**config.mk**
```make
export PLATFORM = sky130hd
export DESIGN_NAME = vga_timing_gen
export DESIGN_NICKNAME = d
export VERILOG_FILES = /design/src/rtl/vga_timing_gen.sv
export SDC_FILE = /design/constraint.sdc
export NUM_CORES = 1
export LEC_CHECK = 0
export CAP_MARGIN = 20
export CORE_ASPECT_RATIO = 1.2
export CORE_MARGIN = 3
export CORE_UTILIZATION = 60
export CTS_BUF_LIST = sky130_fd_sc_hd__clkbuf_16
export CTS_CLUSTER_SIZE = 10
export DETAILED_ROUTE_END_ITERATION = 7
export DONT_BUFFER_PORTS = 1
export HOLD_SLACK_MARGIN = 0.05
export PLACE_DENSITY = 0.8
export SLEW_MARGIN = 0
export SYNTH_ARGS = -nofsm -noshare
export SYNTH_HDL_FRONTEND = slang
export SYNTH_SLANG_ARGS = --single-unit
```
**constraint.sdc**
```tcl
create_clock -name clk -period 11.2 [get_ports clk]
set_input_delay 2.8 -clock clk [delete_from_list [all_inputs] [get_ports clk]]
set_output_delay 2.8 -clock clk [all_outputs]
set_load 0.02 [all_outputs]
```
**src/rtl/vga_timing_gen.sv**
```systemverilog
// vga_timing_gen
//   Timing stage for the VGA output path. A clock divider produces a one-cycle
//   pixel-enable strobe and a registered pixel clock for the DAC. Horizontal and
//   vertical phase FSMs with their counters produce sync, active-video and
//   line/frame markers. The block also produces the coordinates of the pixel that
//   will be on screen after the next pixel strobe, so the colour stage can fetch
//   one pixel ahead.
//
// Ports
//   clk          in   system clock, rising edge
//   rst_n        in   asynchronous active-low reset
//   vga_clk      out  pixel clock: low for the first half of a pixel period, high for the second
//   pix_en       out  one-clk strobe in the last clk of each pixel period
//   h_cnt        out  current pixel column, 0..H_TOTAL-1
//   v_cnt        out  current line, 0..V_TOTAL-1
//   active       out  current pixel lies in the visible area
//   hs / vs      out  horizontal / vertical sync; HS_POL / VS_POL is the asserted level
//   line_start   out  high for the whole pixel period of column 0
//   frame_start  out  high for the whole pixel period of pixel (0,0)
//   req_x/req_y  out  coordinates of the successor of (h_cnt, v_cnt)
//   req_valid    out  that successor pixel lies in the visible area

module vga_timing_gen #(
    parameter int   CLK_DIV  = 2,
    parameter int   H_ACTIVE = 640,
    parameter int   H_FP     = 16,
    parameter int   H_SYNC   = 96,
    parameter int   H_BP     = 48,
    parameter int   V_ACTIVE = 480,
    parameter int   V_FP     = 10,
    parameter int   V_SYNC   = 2,
    parameter int   V_BP     = 33,
    parameter logic HS_POL   = 1'b0,
    parameter logic VS_POL   = 1'b0
) (
    input  logic       clk,
    input  logic       rst_n,
    output logic       vga_clk,
    output logic       pix_en,
    output logic [9:0] h_cnt,
    output logic [9:0] v_cnt,
    output logic       active,
    output logic       hs,
    output logic       vs,
    output logic       line_start,
    output logic       frame_start,
    output logic [9:0] req_x,
    output logic [9:0] req_y,
    output logic       req_valid
);

    localparam int H_TOTAL = H_ACTIVE + H_FP + H_SYNC + H_BP;
    localparam int V_TOTAL = V_ACTIVE + V_FP + V_SYNC + V_BP;

    localparam logic [9:0] H_LAST       = 10'(H_TOTAL - 1);
    localparam logic [9:0] H_ACT_LEN    = 10'(H_ACTIVE);
    localparam logic [9:0] H_SYNC_START = 10'(H_ACTIVE + H_FP);
    localparam logic [9:0] H_BP_START   = 10'(H_ACTIVE + H_FP + H_SYNC);

    localparam logic [9:0] V_LAST       = 10'(V_TOTAL - 1);
    localparam logic [9:0] V_ACT_LEN    = 10'(V_ACTIVE);
    localparam logic [9:0] V_SYNC_START = 10'(V_ACTIVE + V_FP);
    localparam logic [9:0] V_BP_START   = 10'(V_ACTIVE + V_FP + V_SYNC);

    localparam int                DIV_W    = $clog2(CLK_DIV);
    localparam logic [DIV_W-1:0] DIV_LAST = DIV_W'(CLK_DIV - 1);
    localparam logic [DIV_W-1:0] DIV_HALF = DIV_W'(CLK_DIV / 2);

    // Phase encoding shared by the horizontal and vertical FSMs.
    localparam logic [1:0] ST_ACT  = 2'd0;
    localparam logic [1:0] ST_FP   = 2'd1;
    localparam logic [1:0] ST_SYNC = 2'd2;
    localparam logic [1:0] ST_BP   = 2'd3;

    logic [DIV_W-1:0] div_cnt;
    logic [DIV_W-1:0] div_next;
    logic [1:0]       h_state;
    logic [1:0]       v_state;
    logic [1:0]       h_state_next;
    logic [1:0]       v_state_next;
    logic [9:0]       h_next;
    logic [9:0]       v_next;
    logic             h_wrap;
    logic [9:0]       req_x_next;
    logic [9:0]       req_y_next;
    logic             req_valid_next;

    // Divider: the strobe marks the last clk of a pixel period, so every pixel-domain
    // register updates on the edge that closes the period.
    always_comb begin
        div_next = (div_cnt >= DIV_LAST) ? '0 : div_cnt + 1'b1;
    end

    assign pix_en = (div_cnt == DIV_LAST);

    // The pixel clock is registered from the next divider value so it is glitch free
    // and rises exactly at the midpoint of the pixel period.
    always_ff @(posedge clk or negedge rst_n) begin
        if (!rst_n) begin
            div_cnt <= '0;
            vga_clk <= 1'b0;
        end else begin
            div_cnt <= div_next;
            vga_clk <= (div_next >= DIV_HALF);
        end
    end

    // Horizontal counter and phase FSM. Using >= for the wrap means a corrupted
    // counter can never run past the end of the line.
    always_comb begin
        h_wrap       = (h_cnt >= H_LAST);
        h_next       = h_wrap ? '0 : h_cnt + 1'b1;
        h_state_next = h_state;
        case (h_state)
            ST_ACT:  if (h_next == H_ACT_LEN)    h_state_next = ST_FP;
            ST_FP:   if (h_next == H_SYNC_START) h_state_next = ST_SYNC;
            ST_SYNC: if (h_next == H_BP_START)   h_state_next = ST_BP;
            ST_BP:   if (h_wrap)                 h_state_next = ST_ACT;
            default:                             h_state_next = ST_BP;
        endcase
    end

    // Vertical counter and phase FSM, stepping only when the line wraps, so VS
    // and the vertical phase only ever change at column 0.
    always_comb begin
        v_next       = v_cnt;
        v_state_next = v_state;
        if (h_wrap) begin
            v_next = (v_cnt >= V_LAST) ? '0 : v_cnt + 1'b1;
            case (v_state)
                ST_ACT:  if (v_next == V_ACT_LEN)    v_state_next = ST_FP;
                ST_FP:   if (v_next == V_SYNC_START) v_state_next = ST_SYNC;
                ST_SYNC: if (v_next == V_BP_START)   v_state_next = ST_BP;
                ST_BP:   if (v_cnt >= V_LAST)        v_state_next = ST_ACT;
                default:                             v_state_next = ST_BP;
            endcase
        end
    end

    // Lookahead: the successor of the position we are about to move to, wrapping
    // across line and frame ends.
    always_comb begin
        req_x_next = (h_next >= H_LAST) ? '0 : h_next + 1'b1;
        req_y_next = v_next;
        if (h_next >= H_LAST) begin
            req_y_next = (v_next >= V_LAST) ? '0 : v_next + 1'b1;
        end
        req_valid_next = (req_x_next < H_ACT_LEN) && (req_y_next < V_ACT_LEN);
    end

    // Every pixel-domain output is registered from next-state values on the same
    // edge, so counters, syncs, markers and lookahead describe the same pixel.
    // Reset parks the timing on the last pixel of the frame so the first strobe
    // lands on (0,0).
    always_ff @(posedge clk or negedge rst_n) begin
        if (!rst_n) begin
            h_cnt       <= H_LAST;
            v_cnt       <= V_LAST;
            h_state     <= ST_BP;
            v_state     <= ST_BP;
            active      <= 1'b0;
            hs          <= ~HS_POL;
            vs          <= ~VS_POL;
            line_start  <= 1'b0;
            frame_start <= 1'b0;
            req_x       <= '0;
            req_y       <= '0;
            req_valid   <= 1'b1;
        end else if (pix_en) begin
            h_cnt       <= h_next;
            v_cnt       <= v_next;
            h_state     <= h_state_next;
            v_state     <= v_state_next;
            active      <= (h_state_next == ST_ACT) && (v_state_next == ST_ACT);
            hs          <= (h_state_next == ST_SYNC) ? HS_POL : ~HS_POL;
            vs          <= (v_state_next == ST_SYNC) ? VS_POL : ~VS_POL;
            line_start  <= (h_next == '0);
            frame_start <= (h_next == '0) && (v_next == '0);
            req_x       <= req_x_next;
            req_y       <= req_y_next;
            req_valid   <= req_valid_next;
        end
    end

endmodule

```
==> impl_metrics.py, run 1 <==
metrics = {
    "logic_synthesis": {
        "ys_seq_area_frac": 0.331,
        "syn_nets": 482,
        "ys_seq_elements": 51,
        "ys_types": 80,
        "synthArstFlopShare": 1.00,
        "synth-edff-count": 0,
        "synth_ff_type": "dfrtp_1",
        "synth_warnings": 0,
        "synth_area_leaders": "dfrtp_1 22%, dfstp_2 11%, nand2_1 3.9%",
        "syn_inst": 473,
        "synth_area_um2": 3920,
        "syn_area_per_cell_um2": 8.30,
        "yosys.area.top_type": "dfrtp_1",
        "synth_top_cell_area_share": 0.217,
    },
    "clock_network": {
        "numCtsBuffers": 5,
        "post_cts_resized": 0,
        "cts.path.max_buffers": 2,
        "cts.sinks": 51,
        "worstSkewPairLatency_ns": 0.30,
        "holdBufCountCts": 0,
        "clk_transition_reported_paths_ns": 0.08,
        "cts_root_buf": "clkbuf_16",
        "tritoncts": "yes",
        "htree_levels": 2,
        "cts_setup_buffers": 0,
    },
    "detailed_routing": {
        "drcViolationCount": 0,
        "drt_wl_total_um": 10400,
        "drt_iter0_drc": 370,
        "first_pass_iters": 5,
        "dr_total_vias": 3690,
        "via_per_inst": 7.04,
        "antenna_left": 0,
        "avgRoutedWirePerCell_um": 19.9,
    },
    "sta": {
        "max_freq_ghz": 0.241,
        "drv_slew": 0,
        "rsz0062_at_grt": "false",
        "hold_ws_ns": 0.555,
        "max_slew.worst_pin.slew_ns": 0.944,
        "period_share": 0.370,
        "hold_violations": 0,
        "relSlewSlack": 0.370,
        "setup_violations": 0,
        "layout_min_cycle_time_ns": 4.14,
        "finalClockSkew_ns": 0.0101,
        "fin_tns_setup_ns": 0,
    },
    "worst_setup_path": {
        "rr_worst_depth": 10,
        "setup.worst_path.end": "req_valid$_DFFE_PN1P_",
        "startpoint_type": "register",
        "ff2ff_setup_slack_ns": 7.06,
        "arrival_ns": 4.36,
        "crit_start": "h_cnt[0]$_DFFE_PN1P_",
        "cp_cell_sequence": "ha_1, nand4_1, a21oi_1, buf_4, nand3_2, a222oi_1, a21bo_1, o221ai_2, nor3b_1, a22oi_2",
        "cp_max_fo": 12,
        "path_class": "register to register",
        "cp-end-kind": "register",
        "cp_slowest_cell": "a21oi_1",
        "rr_endpoint": "req_valid$_DFFE_PN1P_",
        "critPathMaxStageDelay_ns": 0.82,
        "worst_ep_required_time_ns": 11.41,
        "reg2reg_from": "h_cnt[0]$_DFFE_PN1P_",
    },
    "global_route": {
        "grt_pass1_wl_um": 17100,
        "grt-ovfl-total": 0,
        "grt_pass1_vias": 3432,
        "track_usage": 0.284,
        "antenna_found_initial": 0,
        "grt_max_degree": 67,
    },
    "cells_and_area": {
        "layout_common_cells": "41 x nand2_1, 39 x nor2_1, 33 x dfrtp_1",
        "mostFrequentLayoutCell": "nand2_1",
        "antenna_cells": 0,
        "finish.net_count": 450,
        "drive_gt1_frac": 0.140,
        "area_growth_pct": 1.91,
    },
    "floorplanning": {
        "ios": 50,
        "rows": 31,
        "die_h_um": 94.6,
        "die_area_um2": 7550,
        "die_x_um": 79.8,
        "start_util": 0.632,
        "coreArea_um2": 6210,
    },
    "min_path": {
        "min_from": "v_state[1]$_DFFE_PN1P_",
        "hold_class": "register to register",
    },
    "run": {
        "drv_cap": 0,
    },
    "placed_design": {
        "portBuffers": 0,
        "gp_congestion": 0.954,
        "hpwl_um": 7280,
    },
    "power_and_ir_drop": {
        "leakage_nw": 1.59,
        "peakVddDrop_mv": 0.0763,
        "p_per_area_nw_per_um2": 86.0,
    },
    "status": {
        "outcome": "finished clean",
    },
}
==> cell families after synthesis <==
family	after synthesis	synth area share
adder cells (fa/ha/maj)	7	0.0223
AND/OR/NAND/NOR	192	0.268
buffers and inverters	63	0.0717
flip-flops	51	0.331
AO/OA/AOI/OAI	138	0.254
XOR/XNOR	15	0.0335
multiplexers	7	0.0198
==> per-layer routing <==
metal / part of all wire / track usage
met1: 0.40 / 0.357
met2: 0.49 / 0.467
met3: 0.076 / 0.0563
met4: 0.041 / 0.137
met5: 0 / 0
==> critical path: cells and delay by family, from the launching register on <==
family                     cells  cell delay [ns]
and+or+nand+nor                3             0.76
AOI/OAI and AO/OA              5             1.93
adders and majority gates      1             0.35
buffers and inverters          1             0.33
DFF                            1             0.69
==> metrics by stage <==
step	worst slack (ns)	instances	cell area, um^2	utilization	total power, mW
6_report	7.06	524	4000	0.644	0.344
5_1_grt	6.87	524	4000	0.644	0.354
4_1_cts	7.19	524	4000	0.644	0.346
3_5_place_dp	7.21	516	3850	0.620	0.188
3_3_place_gp	7.44	516	3850	0.620	0.188
2_1_floorplan	7.57	473	3920	-	0.188
==> state kept, by name, indices dropped and copies added (netlist names) <==
| register | cells |
|---|---|
| vs | 1 |
| pix_en | 1 |
| v_state | 2 |
| req_valid | 1 |
| h_cnt | 10 |
| v_cnt | 10 |
| req_x | 10 |
| active | 1 |
| hs | 1 |
| line_start | 1 |
| req_y | 10 |
| h_state | 2 |
| frame_start | 1 |
==> power by group <==
group	switching (mW)	internal, mW	total, mW
sequential	0	0.184	0.184
combinational	0	0	0.000000890
clock	0.0747	0.0850	0.160
==> worst min path at each step <==
stage	slack (ns)	depth (start not counted)	endpoint
6_report	0.56	2	v_state[1]$_DFFE_PN1P_
5_1_grt	0.58	2	v_state[1]$_DFFE_PN1P_
4_1_cts	0.55	2	v_state[1]$_DFFE_PN1P_
3_5_place_dp	0.54	2	v_state[1]$_DFFE_PN1P_
3_3_place_gp	0.53	2	v_state[1]$_DFFE_PN1P_
2_1_floorplan	0.51	2	v_state[1]$_DFFE_PN1P_
==> cells in the mapped netlist, drive strengths merged (3+ instances only) <==
library cell / count
a21oi: 29
xnor2: 10
mux2: 6
o31ai: 9
nor4: 4
xor2: 5
o21a: 3
nand4: 17
or2: 3
or4: 3
a21bo: 3
a31oi: 9
a22oi: 4
nand4b: 4
nor3: 16
o41ai: 3
o211ai: 4
clkbuf: 25
nor2: 40
inv: 20
dfrtp: 34
a21o: 9
nand2: 41
o21ai: 29
o31a: 3
nand3b: 4
or3: 3
o2bb2ai: 5
buf: 17
ha: 7
and4: 5
a41oi: 4
and3: 7
nor3b: 4
nand3: 25
and2: 9
dfstp: 17
==> layout make-up <==
class | instances | area (um^2)
repair buffers | 3 | 22.5
inverters | 21 | 78.8
well taps | 82 | 103
flip-flops and latches | 51 | 1300
multi-input cells | 359 | 2340
clock inverters | 3 | 26.3
clock buffers | 5 | 125
fillers | 529 | 2210
Power figures use the tool's default switching activity.
==> run 2, diff against run 1 <==
--- a/config.mk
+++ b/config.mk
@@ -8,7 +8,7 @@
 export CAP_MARGIN = 20
 export CORE_ASPECT_RATIO = 1.2
 export CORE_MARGIN = 3
-export CORE_UTILIZATION = 60
+export CORE_UTILIZATION = 58
 export CTS_BUF_LIST = sky130_fd_sc_hd__clkbuf_16
 export CTS_CLUSTER_SIZE = 10
 export DETAILED_ROUTE_END_ITERATION = 7
==> constraint.sdc (replaced) <==
create_clock -name clk -period 3.7 [get_ports clk]
set_input_delay 0.925 -clock clk [delete_from_list [all_inputs] [get_ports clk]]
set_output_delay 0.925 -clock clk [all_outputs]
set_load 0.02 [all_outputs]
==> impl_metrics.py, run 2 (synthesis gave the netlist of run 1 again) <==
metrics = {
    "status": {
        "outcome": "finished clean",
    },
    "global_route": {
        "grt_pass1_vias": 3453,
        "use_met3": 0.0375,
        "busiest_layer": "met2",
        "globalRouteMet2Util": 0.496,
        "antenna_found_initial": 0,
        "track_usage": 0.289,
        "grt_pass1_wl_um": 17600,
        "grt-ovfl-total": 0,
        "grt_max_degree": 52,
        "gr-usage-met1": 0.367,
    },
    "floorplanning": {
        "rows": 32,
        "start_util": 0.605,
        "die_h_um": 96.1,
        "coreArea_um2": 6490,
        "die_area_um2": 7790,
        "ios": 50,
        "die_x_um": 81.1,
    },
    "detailed_routing": {
        "antenna_left": 0,
        "first_pass_iters": 5,
        "drcViolationCount": 0,
        "drt_wl_total_um": 11100,
        "drt_iter0_drc": 325,
        "via_per_inst": 6.86,
        "dr_total_vias": 3768,
        "avgRoutedWirePerCell_um": 20.2,
    },
    "worst_setup_path": {
        "cp_max_fo": 27,
        "startpoint_type": "register",
        "cp-end-kind": "register",
        "path_class": "register to register",
        "worst_ep_required_time_ns": 3.92,
        "reg2reg_from": "h_cnt[0]$_DFFE_PN1P_",
        "arrival_ns": 3.74,
        "crit_start": "h_cnt[0]$_DFFE_PN1P_",
    },
    "power_and_ir_drop": {
        "peakVddDrop_mv": 0.171,
        "swShare": 0.215,
        "p_sw_uw": 223,
        "seqPwrFrac": 0.537,
        "internal_power_uw": 816,
        "clock_power_share": 0.463,
        "power_frac_comb": 0,
        "leakage_nw": 1.70,
        "p_per_area_nw_per_um2": 249,
    },
    "cells_and_area": {
        "drive_gt1_frac": 0.181,
        "mostFrequentLayoutCell": "nand2_1",
        "utilization": 0.643,
        "multi_input_area_um2": 2340,
        "layout_common_cells": "41 x nand2_1, 39 x nor2_1, 33 x dfrtp_1",
        "seqCellArea_um2": 1300,
        "antenna_cells": 0,
        "finish.net_count": 472,
        "area_growth_pct": 6.28,
        "fillCellCount": 567,
    },
    "sta": {
        "layout_min_cycle_time_ns": 3.52,
        "fin_tns_setup_ns": 0,
        "period_share": 0.952,
        "max_slew.worst_pin.slew_ns": 0.779,
        "drv_slew": 0,
        "max_freq_ghz": 0.284,
        "setup_violations": 0,
        "fin_ws_ns": 0.179,
        "relSlewSlack": 0.467,
        "finalClockSkew_ns": 0.00663,
        "hold_violations": 0,
    },
    "placed_design": {
        "gp_congestion": 0.935,
        "hpwl_um": 7930,
        "post-place-ws_ns": 0.245,
        "portBuffers": 0,
    },
    "clock_network": {
        "htree_levels": 2,
        "cts_root_buf": "clkbuf_16",
        "cts.sinks": 51,
        "numCtsBuffers": 5,
        "tritoncts": "yes",
        "clk_transition_reported_paths_ns": 0.07,
        "cts.path.max_buffers": 2,
        "holdBufCountCts": 0,
        "worstSkewPairLatency_ns": 0.29,
    },
    "run": {
        "drv_cap": 0,
    },
    "min_path": {
        "hold_class": "input port to async pin",
    },
}
[run 2: cell types whose count changed in the layout (fill, tap and decap cells not counted)]
| cell | previous run | this run |
|---|---|---|
| buf_4 | 3 | 25 |
| clkinv_4 | 1 | 2 |
| inv_6 | 2 | 0 |
| inv_8 | 0 | 1 |
[run 2: worst paths after layout]
kind | endpoint | slack [ns] | depth (start not counted)
max | req_valid$_DFFE_PN1P_ | 0.18 | 14
min | req_x[8]$_DFFE_PN0P_ | 0.32 | 0
max reg2reg | req_valid$_DFFE_PN1P_ | 0.18 | 14
min in group clk | v_state[1]$_DFFE_PN1P_ | 0.54 | 2
min reg2reg | v_state[1]$_DFFE_PN1P_ | 0.54 | 2
max in group asynchronous | v_state[0]$_DFFE_PN1P_ | 3.19 | 0
[run 2: power by group through the flow]
| stage | combinational [mW] | clock, mW | sequential [mW] |
|---|---|---|---|
| 2_1_floorplan | 0.000000988 | 0 | 0.568 |
| 3_3_place_gp | 0.000000988 | 0 | 0.568 |
| 3_5_place_dp | 0.000000988 | 0 | 0.568 |
| 4_1_cts | 0.000000988 | 0.485 | 0.558 |
| 5_1_grt | 0.00000100 | 0.513 | 0.558 |
| 6_report | 0.00000100 | 0.482 | 0.558 |
[run 2: critical path: stages (launching register included)]
cell and delay, ns:
dfstp_2 0.69, ha_1 0.22, nand4_1 0.23, a21o_1 0.30, buf_4 0.26, nor2_4 0.17, a21oi_1 0.08, buf_4 0.16
inv_1 0.05, ha_1 0.28, o31ai_1 0.12, nor4b_1 0.34, xor2_1 0.29, a31oi_1 0.11, a22oi_2 0.14
[run 2: through the flow]
stage	cell area [um^2]	power, mW	cells	hold slack (ns)
2_1_floorplan	3920	0.568	473	0.508
3_3_place_gp	3990	0.568	538	0.528
3_5_place_dp	3990	0.568	538	0.532
4_1_cts	4150	1.04	546	0.319
5_1_grt	4170	1.07	549	0.304
6_report	4170	1.04	549	0.319
[run 2: repair_timing]
item | 4_1_cts | 5_1_grt
endpoints found under the setup margin | 0 | 2
resized for setup | 0 | 0
buffers inserted | 0 | 3
[run 2: layout make-up]
cell class | count | area share
well taps | 85 | 0.0255
multi-input cells | 359 | 0.562
clock inverters | 3 | 0.00690
clock buffers | 5 | 0.0300
repair buffers | 25 | 0.0450
flip-flops and latches | 51 | 0.311
inverters | 21 | 0.0189
[run 2: metal layers]
| metal | wire [um] | vias to the layer above |
|---|---|---|
| met5 | 0 | - |
| met4 | 337 | 0 |
| met3 | 566 | 31 |
| met2 | 5610 | 165 |
| met1 | 4590 | 1854 |
| li1 | - | 1718 |
==> run 3, diff against run 2 <==
--- a/config.mk
+++ b/config.mk
@@ -8,13 +8,13 @@
 export CAP_MARGIN = 20
 export CORE_ASPECT_RATIO = 1.2
 export CORE_MARGIN = 3
-export CORE_UTILIZATION = 58
+export CORE_UTILIZATION = 27
 export CTS_BUF_LIST = sky130_fd_sc_hd__clkbuf_16
 export CTS_CLUSTER_SIZE = 10
 export DETAILED_ROUTE_END_ITERATION = 7
 export DONT_BUFFER_PORTS = 1
 export HOLD_SLACK_MARGIN = 0.05
-export PLACE_DENSITY = 0.8
+export PLACE_DENSITY = 0.46
 export SLEW_MARGIN = 0
 export SYNTH_ARGS = -nofsm -noshare
 export SYNTH_HDL_FRONTEND = slang
==> impl_metrics.py, run 3 (synthesis gave the netlist of run 1 again) <==
metrics = {
    "status": {
        "outcome": "finished clean",
    },
    "worst_setup_path": {
        "rr_worst_depth": 12,
        "crit_cells": 12,
        "cpLargestDelayFamily": "compound AO/OA/AOI/OAI gates",
        "reg2reg_from": "h_cnt[0]$_DFFE_PN1P_",
        "worst-path-buf-inv": 1,
        "ff2ff_setup_slack_ns": 0.35,
        "cp_max_fo": 11,
        "rr_endpoint": "req_valid$_DFFE_PN1P_",
        "crit_start": "h_cnt[0]$_DFFE_PN1P_",
        "path_class": "register to register",
        "setup.worst_path.end": "req_valid$_DFFE_PN1P_",
        "worst_ep_required_time_ns": 3.94,
        "critPathMaxStageDelay_ns": 0.68,
        "arrival_ns": 3.59,
        "cp_slowest_cell": "dfstp_2",
        "cp_cell_sequence": "ha_2, nand4_1, a21o_1, nand2b_1, inv_1, ha_1, and4_1, a31o_2, and2_1, a41oi_1, o211ai_1, a22oi_2",
        "cp-end-kind": "register",
        "startpoint_type": "register",
    },
    "cells_and_area": {
        "finish.net_count": 469,
        "area_growth_pct": 8.86,
        "antenna_cells": 0,
        "drive_gt1_frac": 0.176,
        "layout_common_cells": "41 x nand2_1, 39 x nor2_1, 33 x dfrtp_1",
        "stdcell_area_um2": 4270,
        "mostFrequentLayoutCell": "nand2_1",
    },
    "clock_network": {
        "numCtsBuffers": 5,
        "cts.path.max_buffers": 2,
        "cts.sinks": 51,
        "holdBufCountCts": 0,
        "clk_transition_reported_paths_ns": 0.08,
        "worstSkewPairLatency_ns": 0.30,
        "tritoncts": "yes",
        "htree_levels": 2,
        "cts_root_buf": "clkbuf_16",
    },
    "floorplanning": {
        "ios": 50,
        "die_h_um": 138,
        "start_util": 0.280,
        "die_x_um": 116,
        "coreArea_um2": 14000,
        "rows": 47,
        "die_area_um2": 16000,
    },
    "global_route": {
        "antenna_found_initial": 0,
        "grt-ovfl-total": 0,
        "grt_pass1_wl_um": 20100,
        "grt_max_degree": 52,
        "grt_pass1_vias": 3530,
        "track_usage": 0.158,
    },
    "sta": {
        "layout_min_cycle_time_ns": 3.35,
        "fin_tns_setup_ns": 0,
        "hold_violations": 0,
        "rsz0062_at_grt": "false",
        "drv_slew": 0,
        "period_share": 0.906,
        "setup_violations": 0,
        "relSlewSlack": 0.447,
        "max_freq_ghz": 0.298,
        "max_slew.worst_pin.slew_ns": 0.824,
        "fin_ws_ns": 0.346,
        "hold_ws_ns": 0.306,
        "finalClockSkew_ns": 0.00699,
    },
    "detailed_routing": {
        "drt_iter0_drc": 237,
        "avgRoutedWirePerCell_um": 19.6,
        "drt_wl_total_um": 12400,
        "via_per_inst": 5.65,
        "first_pass_iters": 4,
        "drcViolationCount": 0,
        "antenna_left": 0,
        "dr_total_vias": 3568,
    },
    "power_and_ir_drop": {
        "leakage_nw": 1.69,
        "p_per_area_nw_per_um2": 260,
        "finalPower_mw": 1.11,
        "peakVddDrop_mv": 0.235,
    },
    "placed_design": {
        "place_area_um2": 4100,
        "portBuffers": 0,
        "hpwl_um": 8920,
        "post-place-ws_ns": 0.312,
        "gp_congestion": 0.855,
    },
    "run": {
        "drv_cap": 0,
    },
    "min_path": {
        "hold_class": "input port to async pin",
    },
}
==> run 3: area by class of cell <==
cell class,count,area [um^2]
tap,171,214
inverter,21,78.8
clock buffer,5,125
fill,1485,9720
multi-input combinational,359,2350
clock inverter,3,42.5
timing repair buffer,22,165
sequential,51,1300
==> run 3: repair_timing <==
item | CTS | global route
buffers inserted | 0 | 0
gates resized for setup | 0 | 1
setup endpoints to repair | 0 | 1
==> run 3: worst reg2reg max path, cell delays in order (launching register included) <==
cell	delay (ns)
dfstp_2	0.68
ha_2	0.30
nand4_1	0.14
a21o_1	0.31
nand2b_1	0.16
inv_1	0.07
ha_1	0.23
and4_1	0.24
a31o_2	0.26
and2_1	0.27
a41oi_1	0.28
o211ai_1	0.15
a22oi_2	0.20
==> run 3: stage by stage <==
stage | utilization | cells
final | 0.305 | 632
after global routing | 0.305 | 632
after CTS | 0.305 | 632
after detailed placement | 0.293 | 624
after global placement | 0.293 | 624
after floorplan | - | 473
==> run 3: worst min path at each step <==
stage | startpoint | cells past startpoint | slack, ns | to
6_report | rst_n | 0 | 0.31 | active$_DFFE_PN0P_
5_1_grt | rst_n | 0 | 0.30 | v_cnt[6]$_DFFE_PN0P_
4_1_cts | rst_n | 0 | 0.30 | v_cnt[6]$_DFFE_PN0P_
3_5_place_dp | v_state[1]$_DFFE_PN1P_ | 2 | 0.56 | v_state[1]$_DFFE_PN1P_
3_3_place_gp | v_state[1]$_DFFE_PN1P_ | 2 | 0.52 | v_state[1]$_DFFE_PN1P_
2_1_floorplan | v_state[1]$_DFFE_PN1P_ | 2 | 0.51 | v_state[1]$_DFFE_PN1P_
==> run 3: power by group <==
part | internal (mW) | switching (mW)
clock network | 0.320 | 0.233
logic | 0 | 0
registers | 0.558 | 0
total | 0.878 | 0.233
==> run 3: layer usage <==
layer,wire (um),global-route usage,vias to the layer above
met5,0,0,-
li1,-,-,1718
met2,5980,0.258,110
met3,958,0.0406,19
met4,255,0.0458,0
met1,5160,0.204,1721
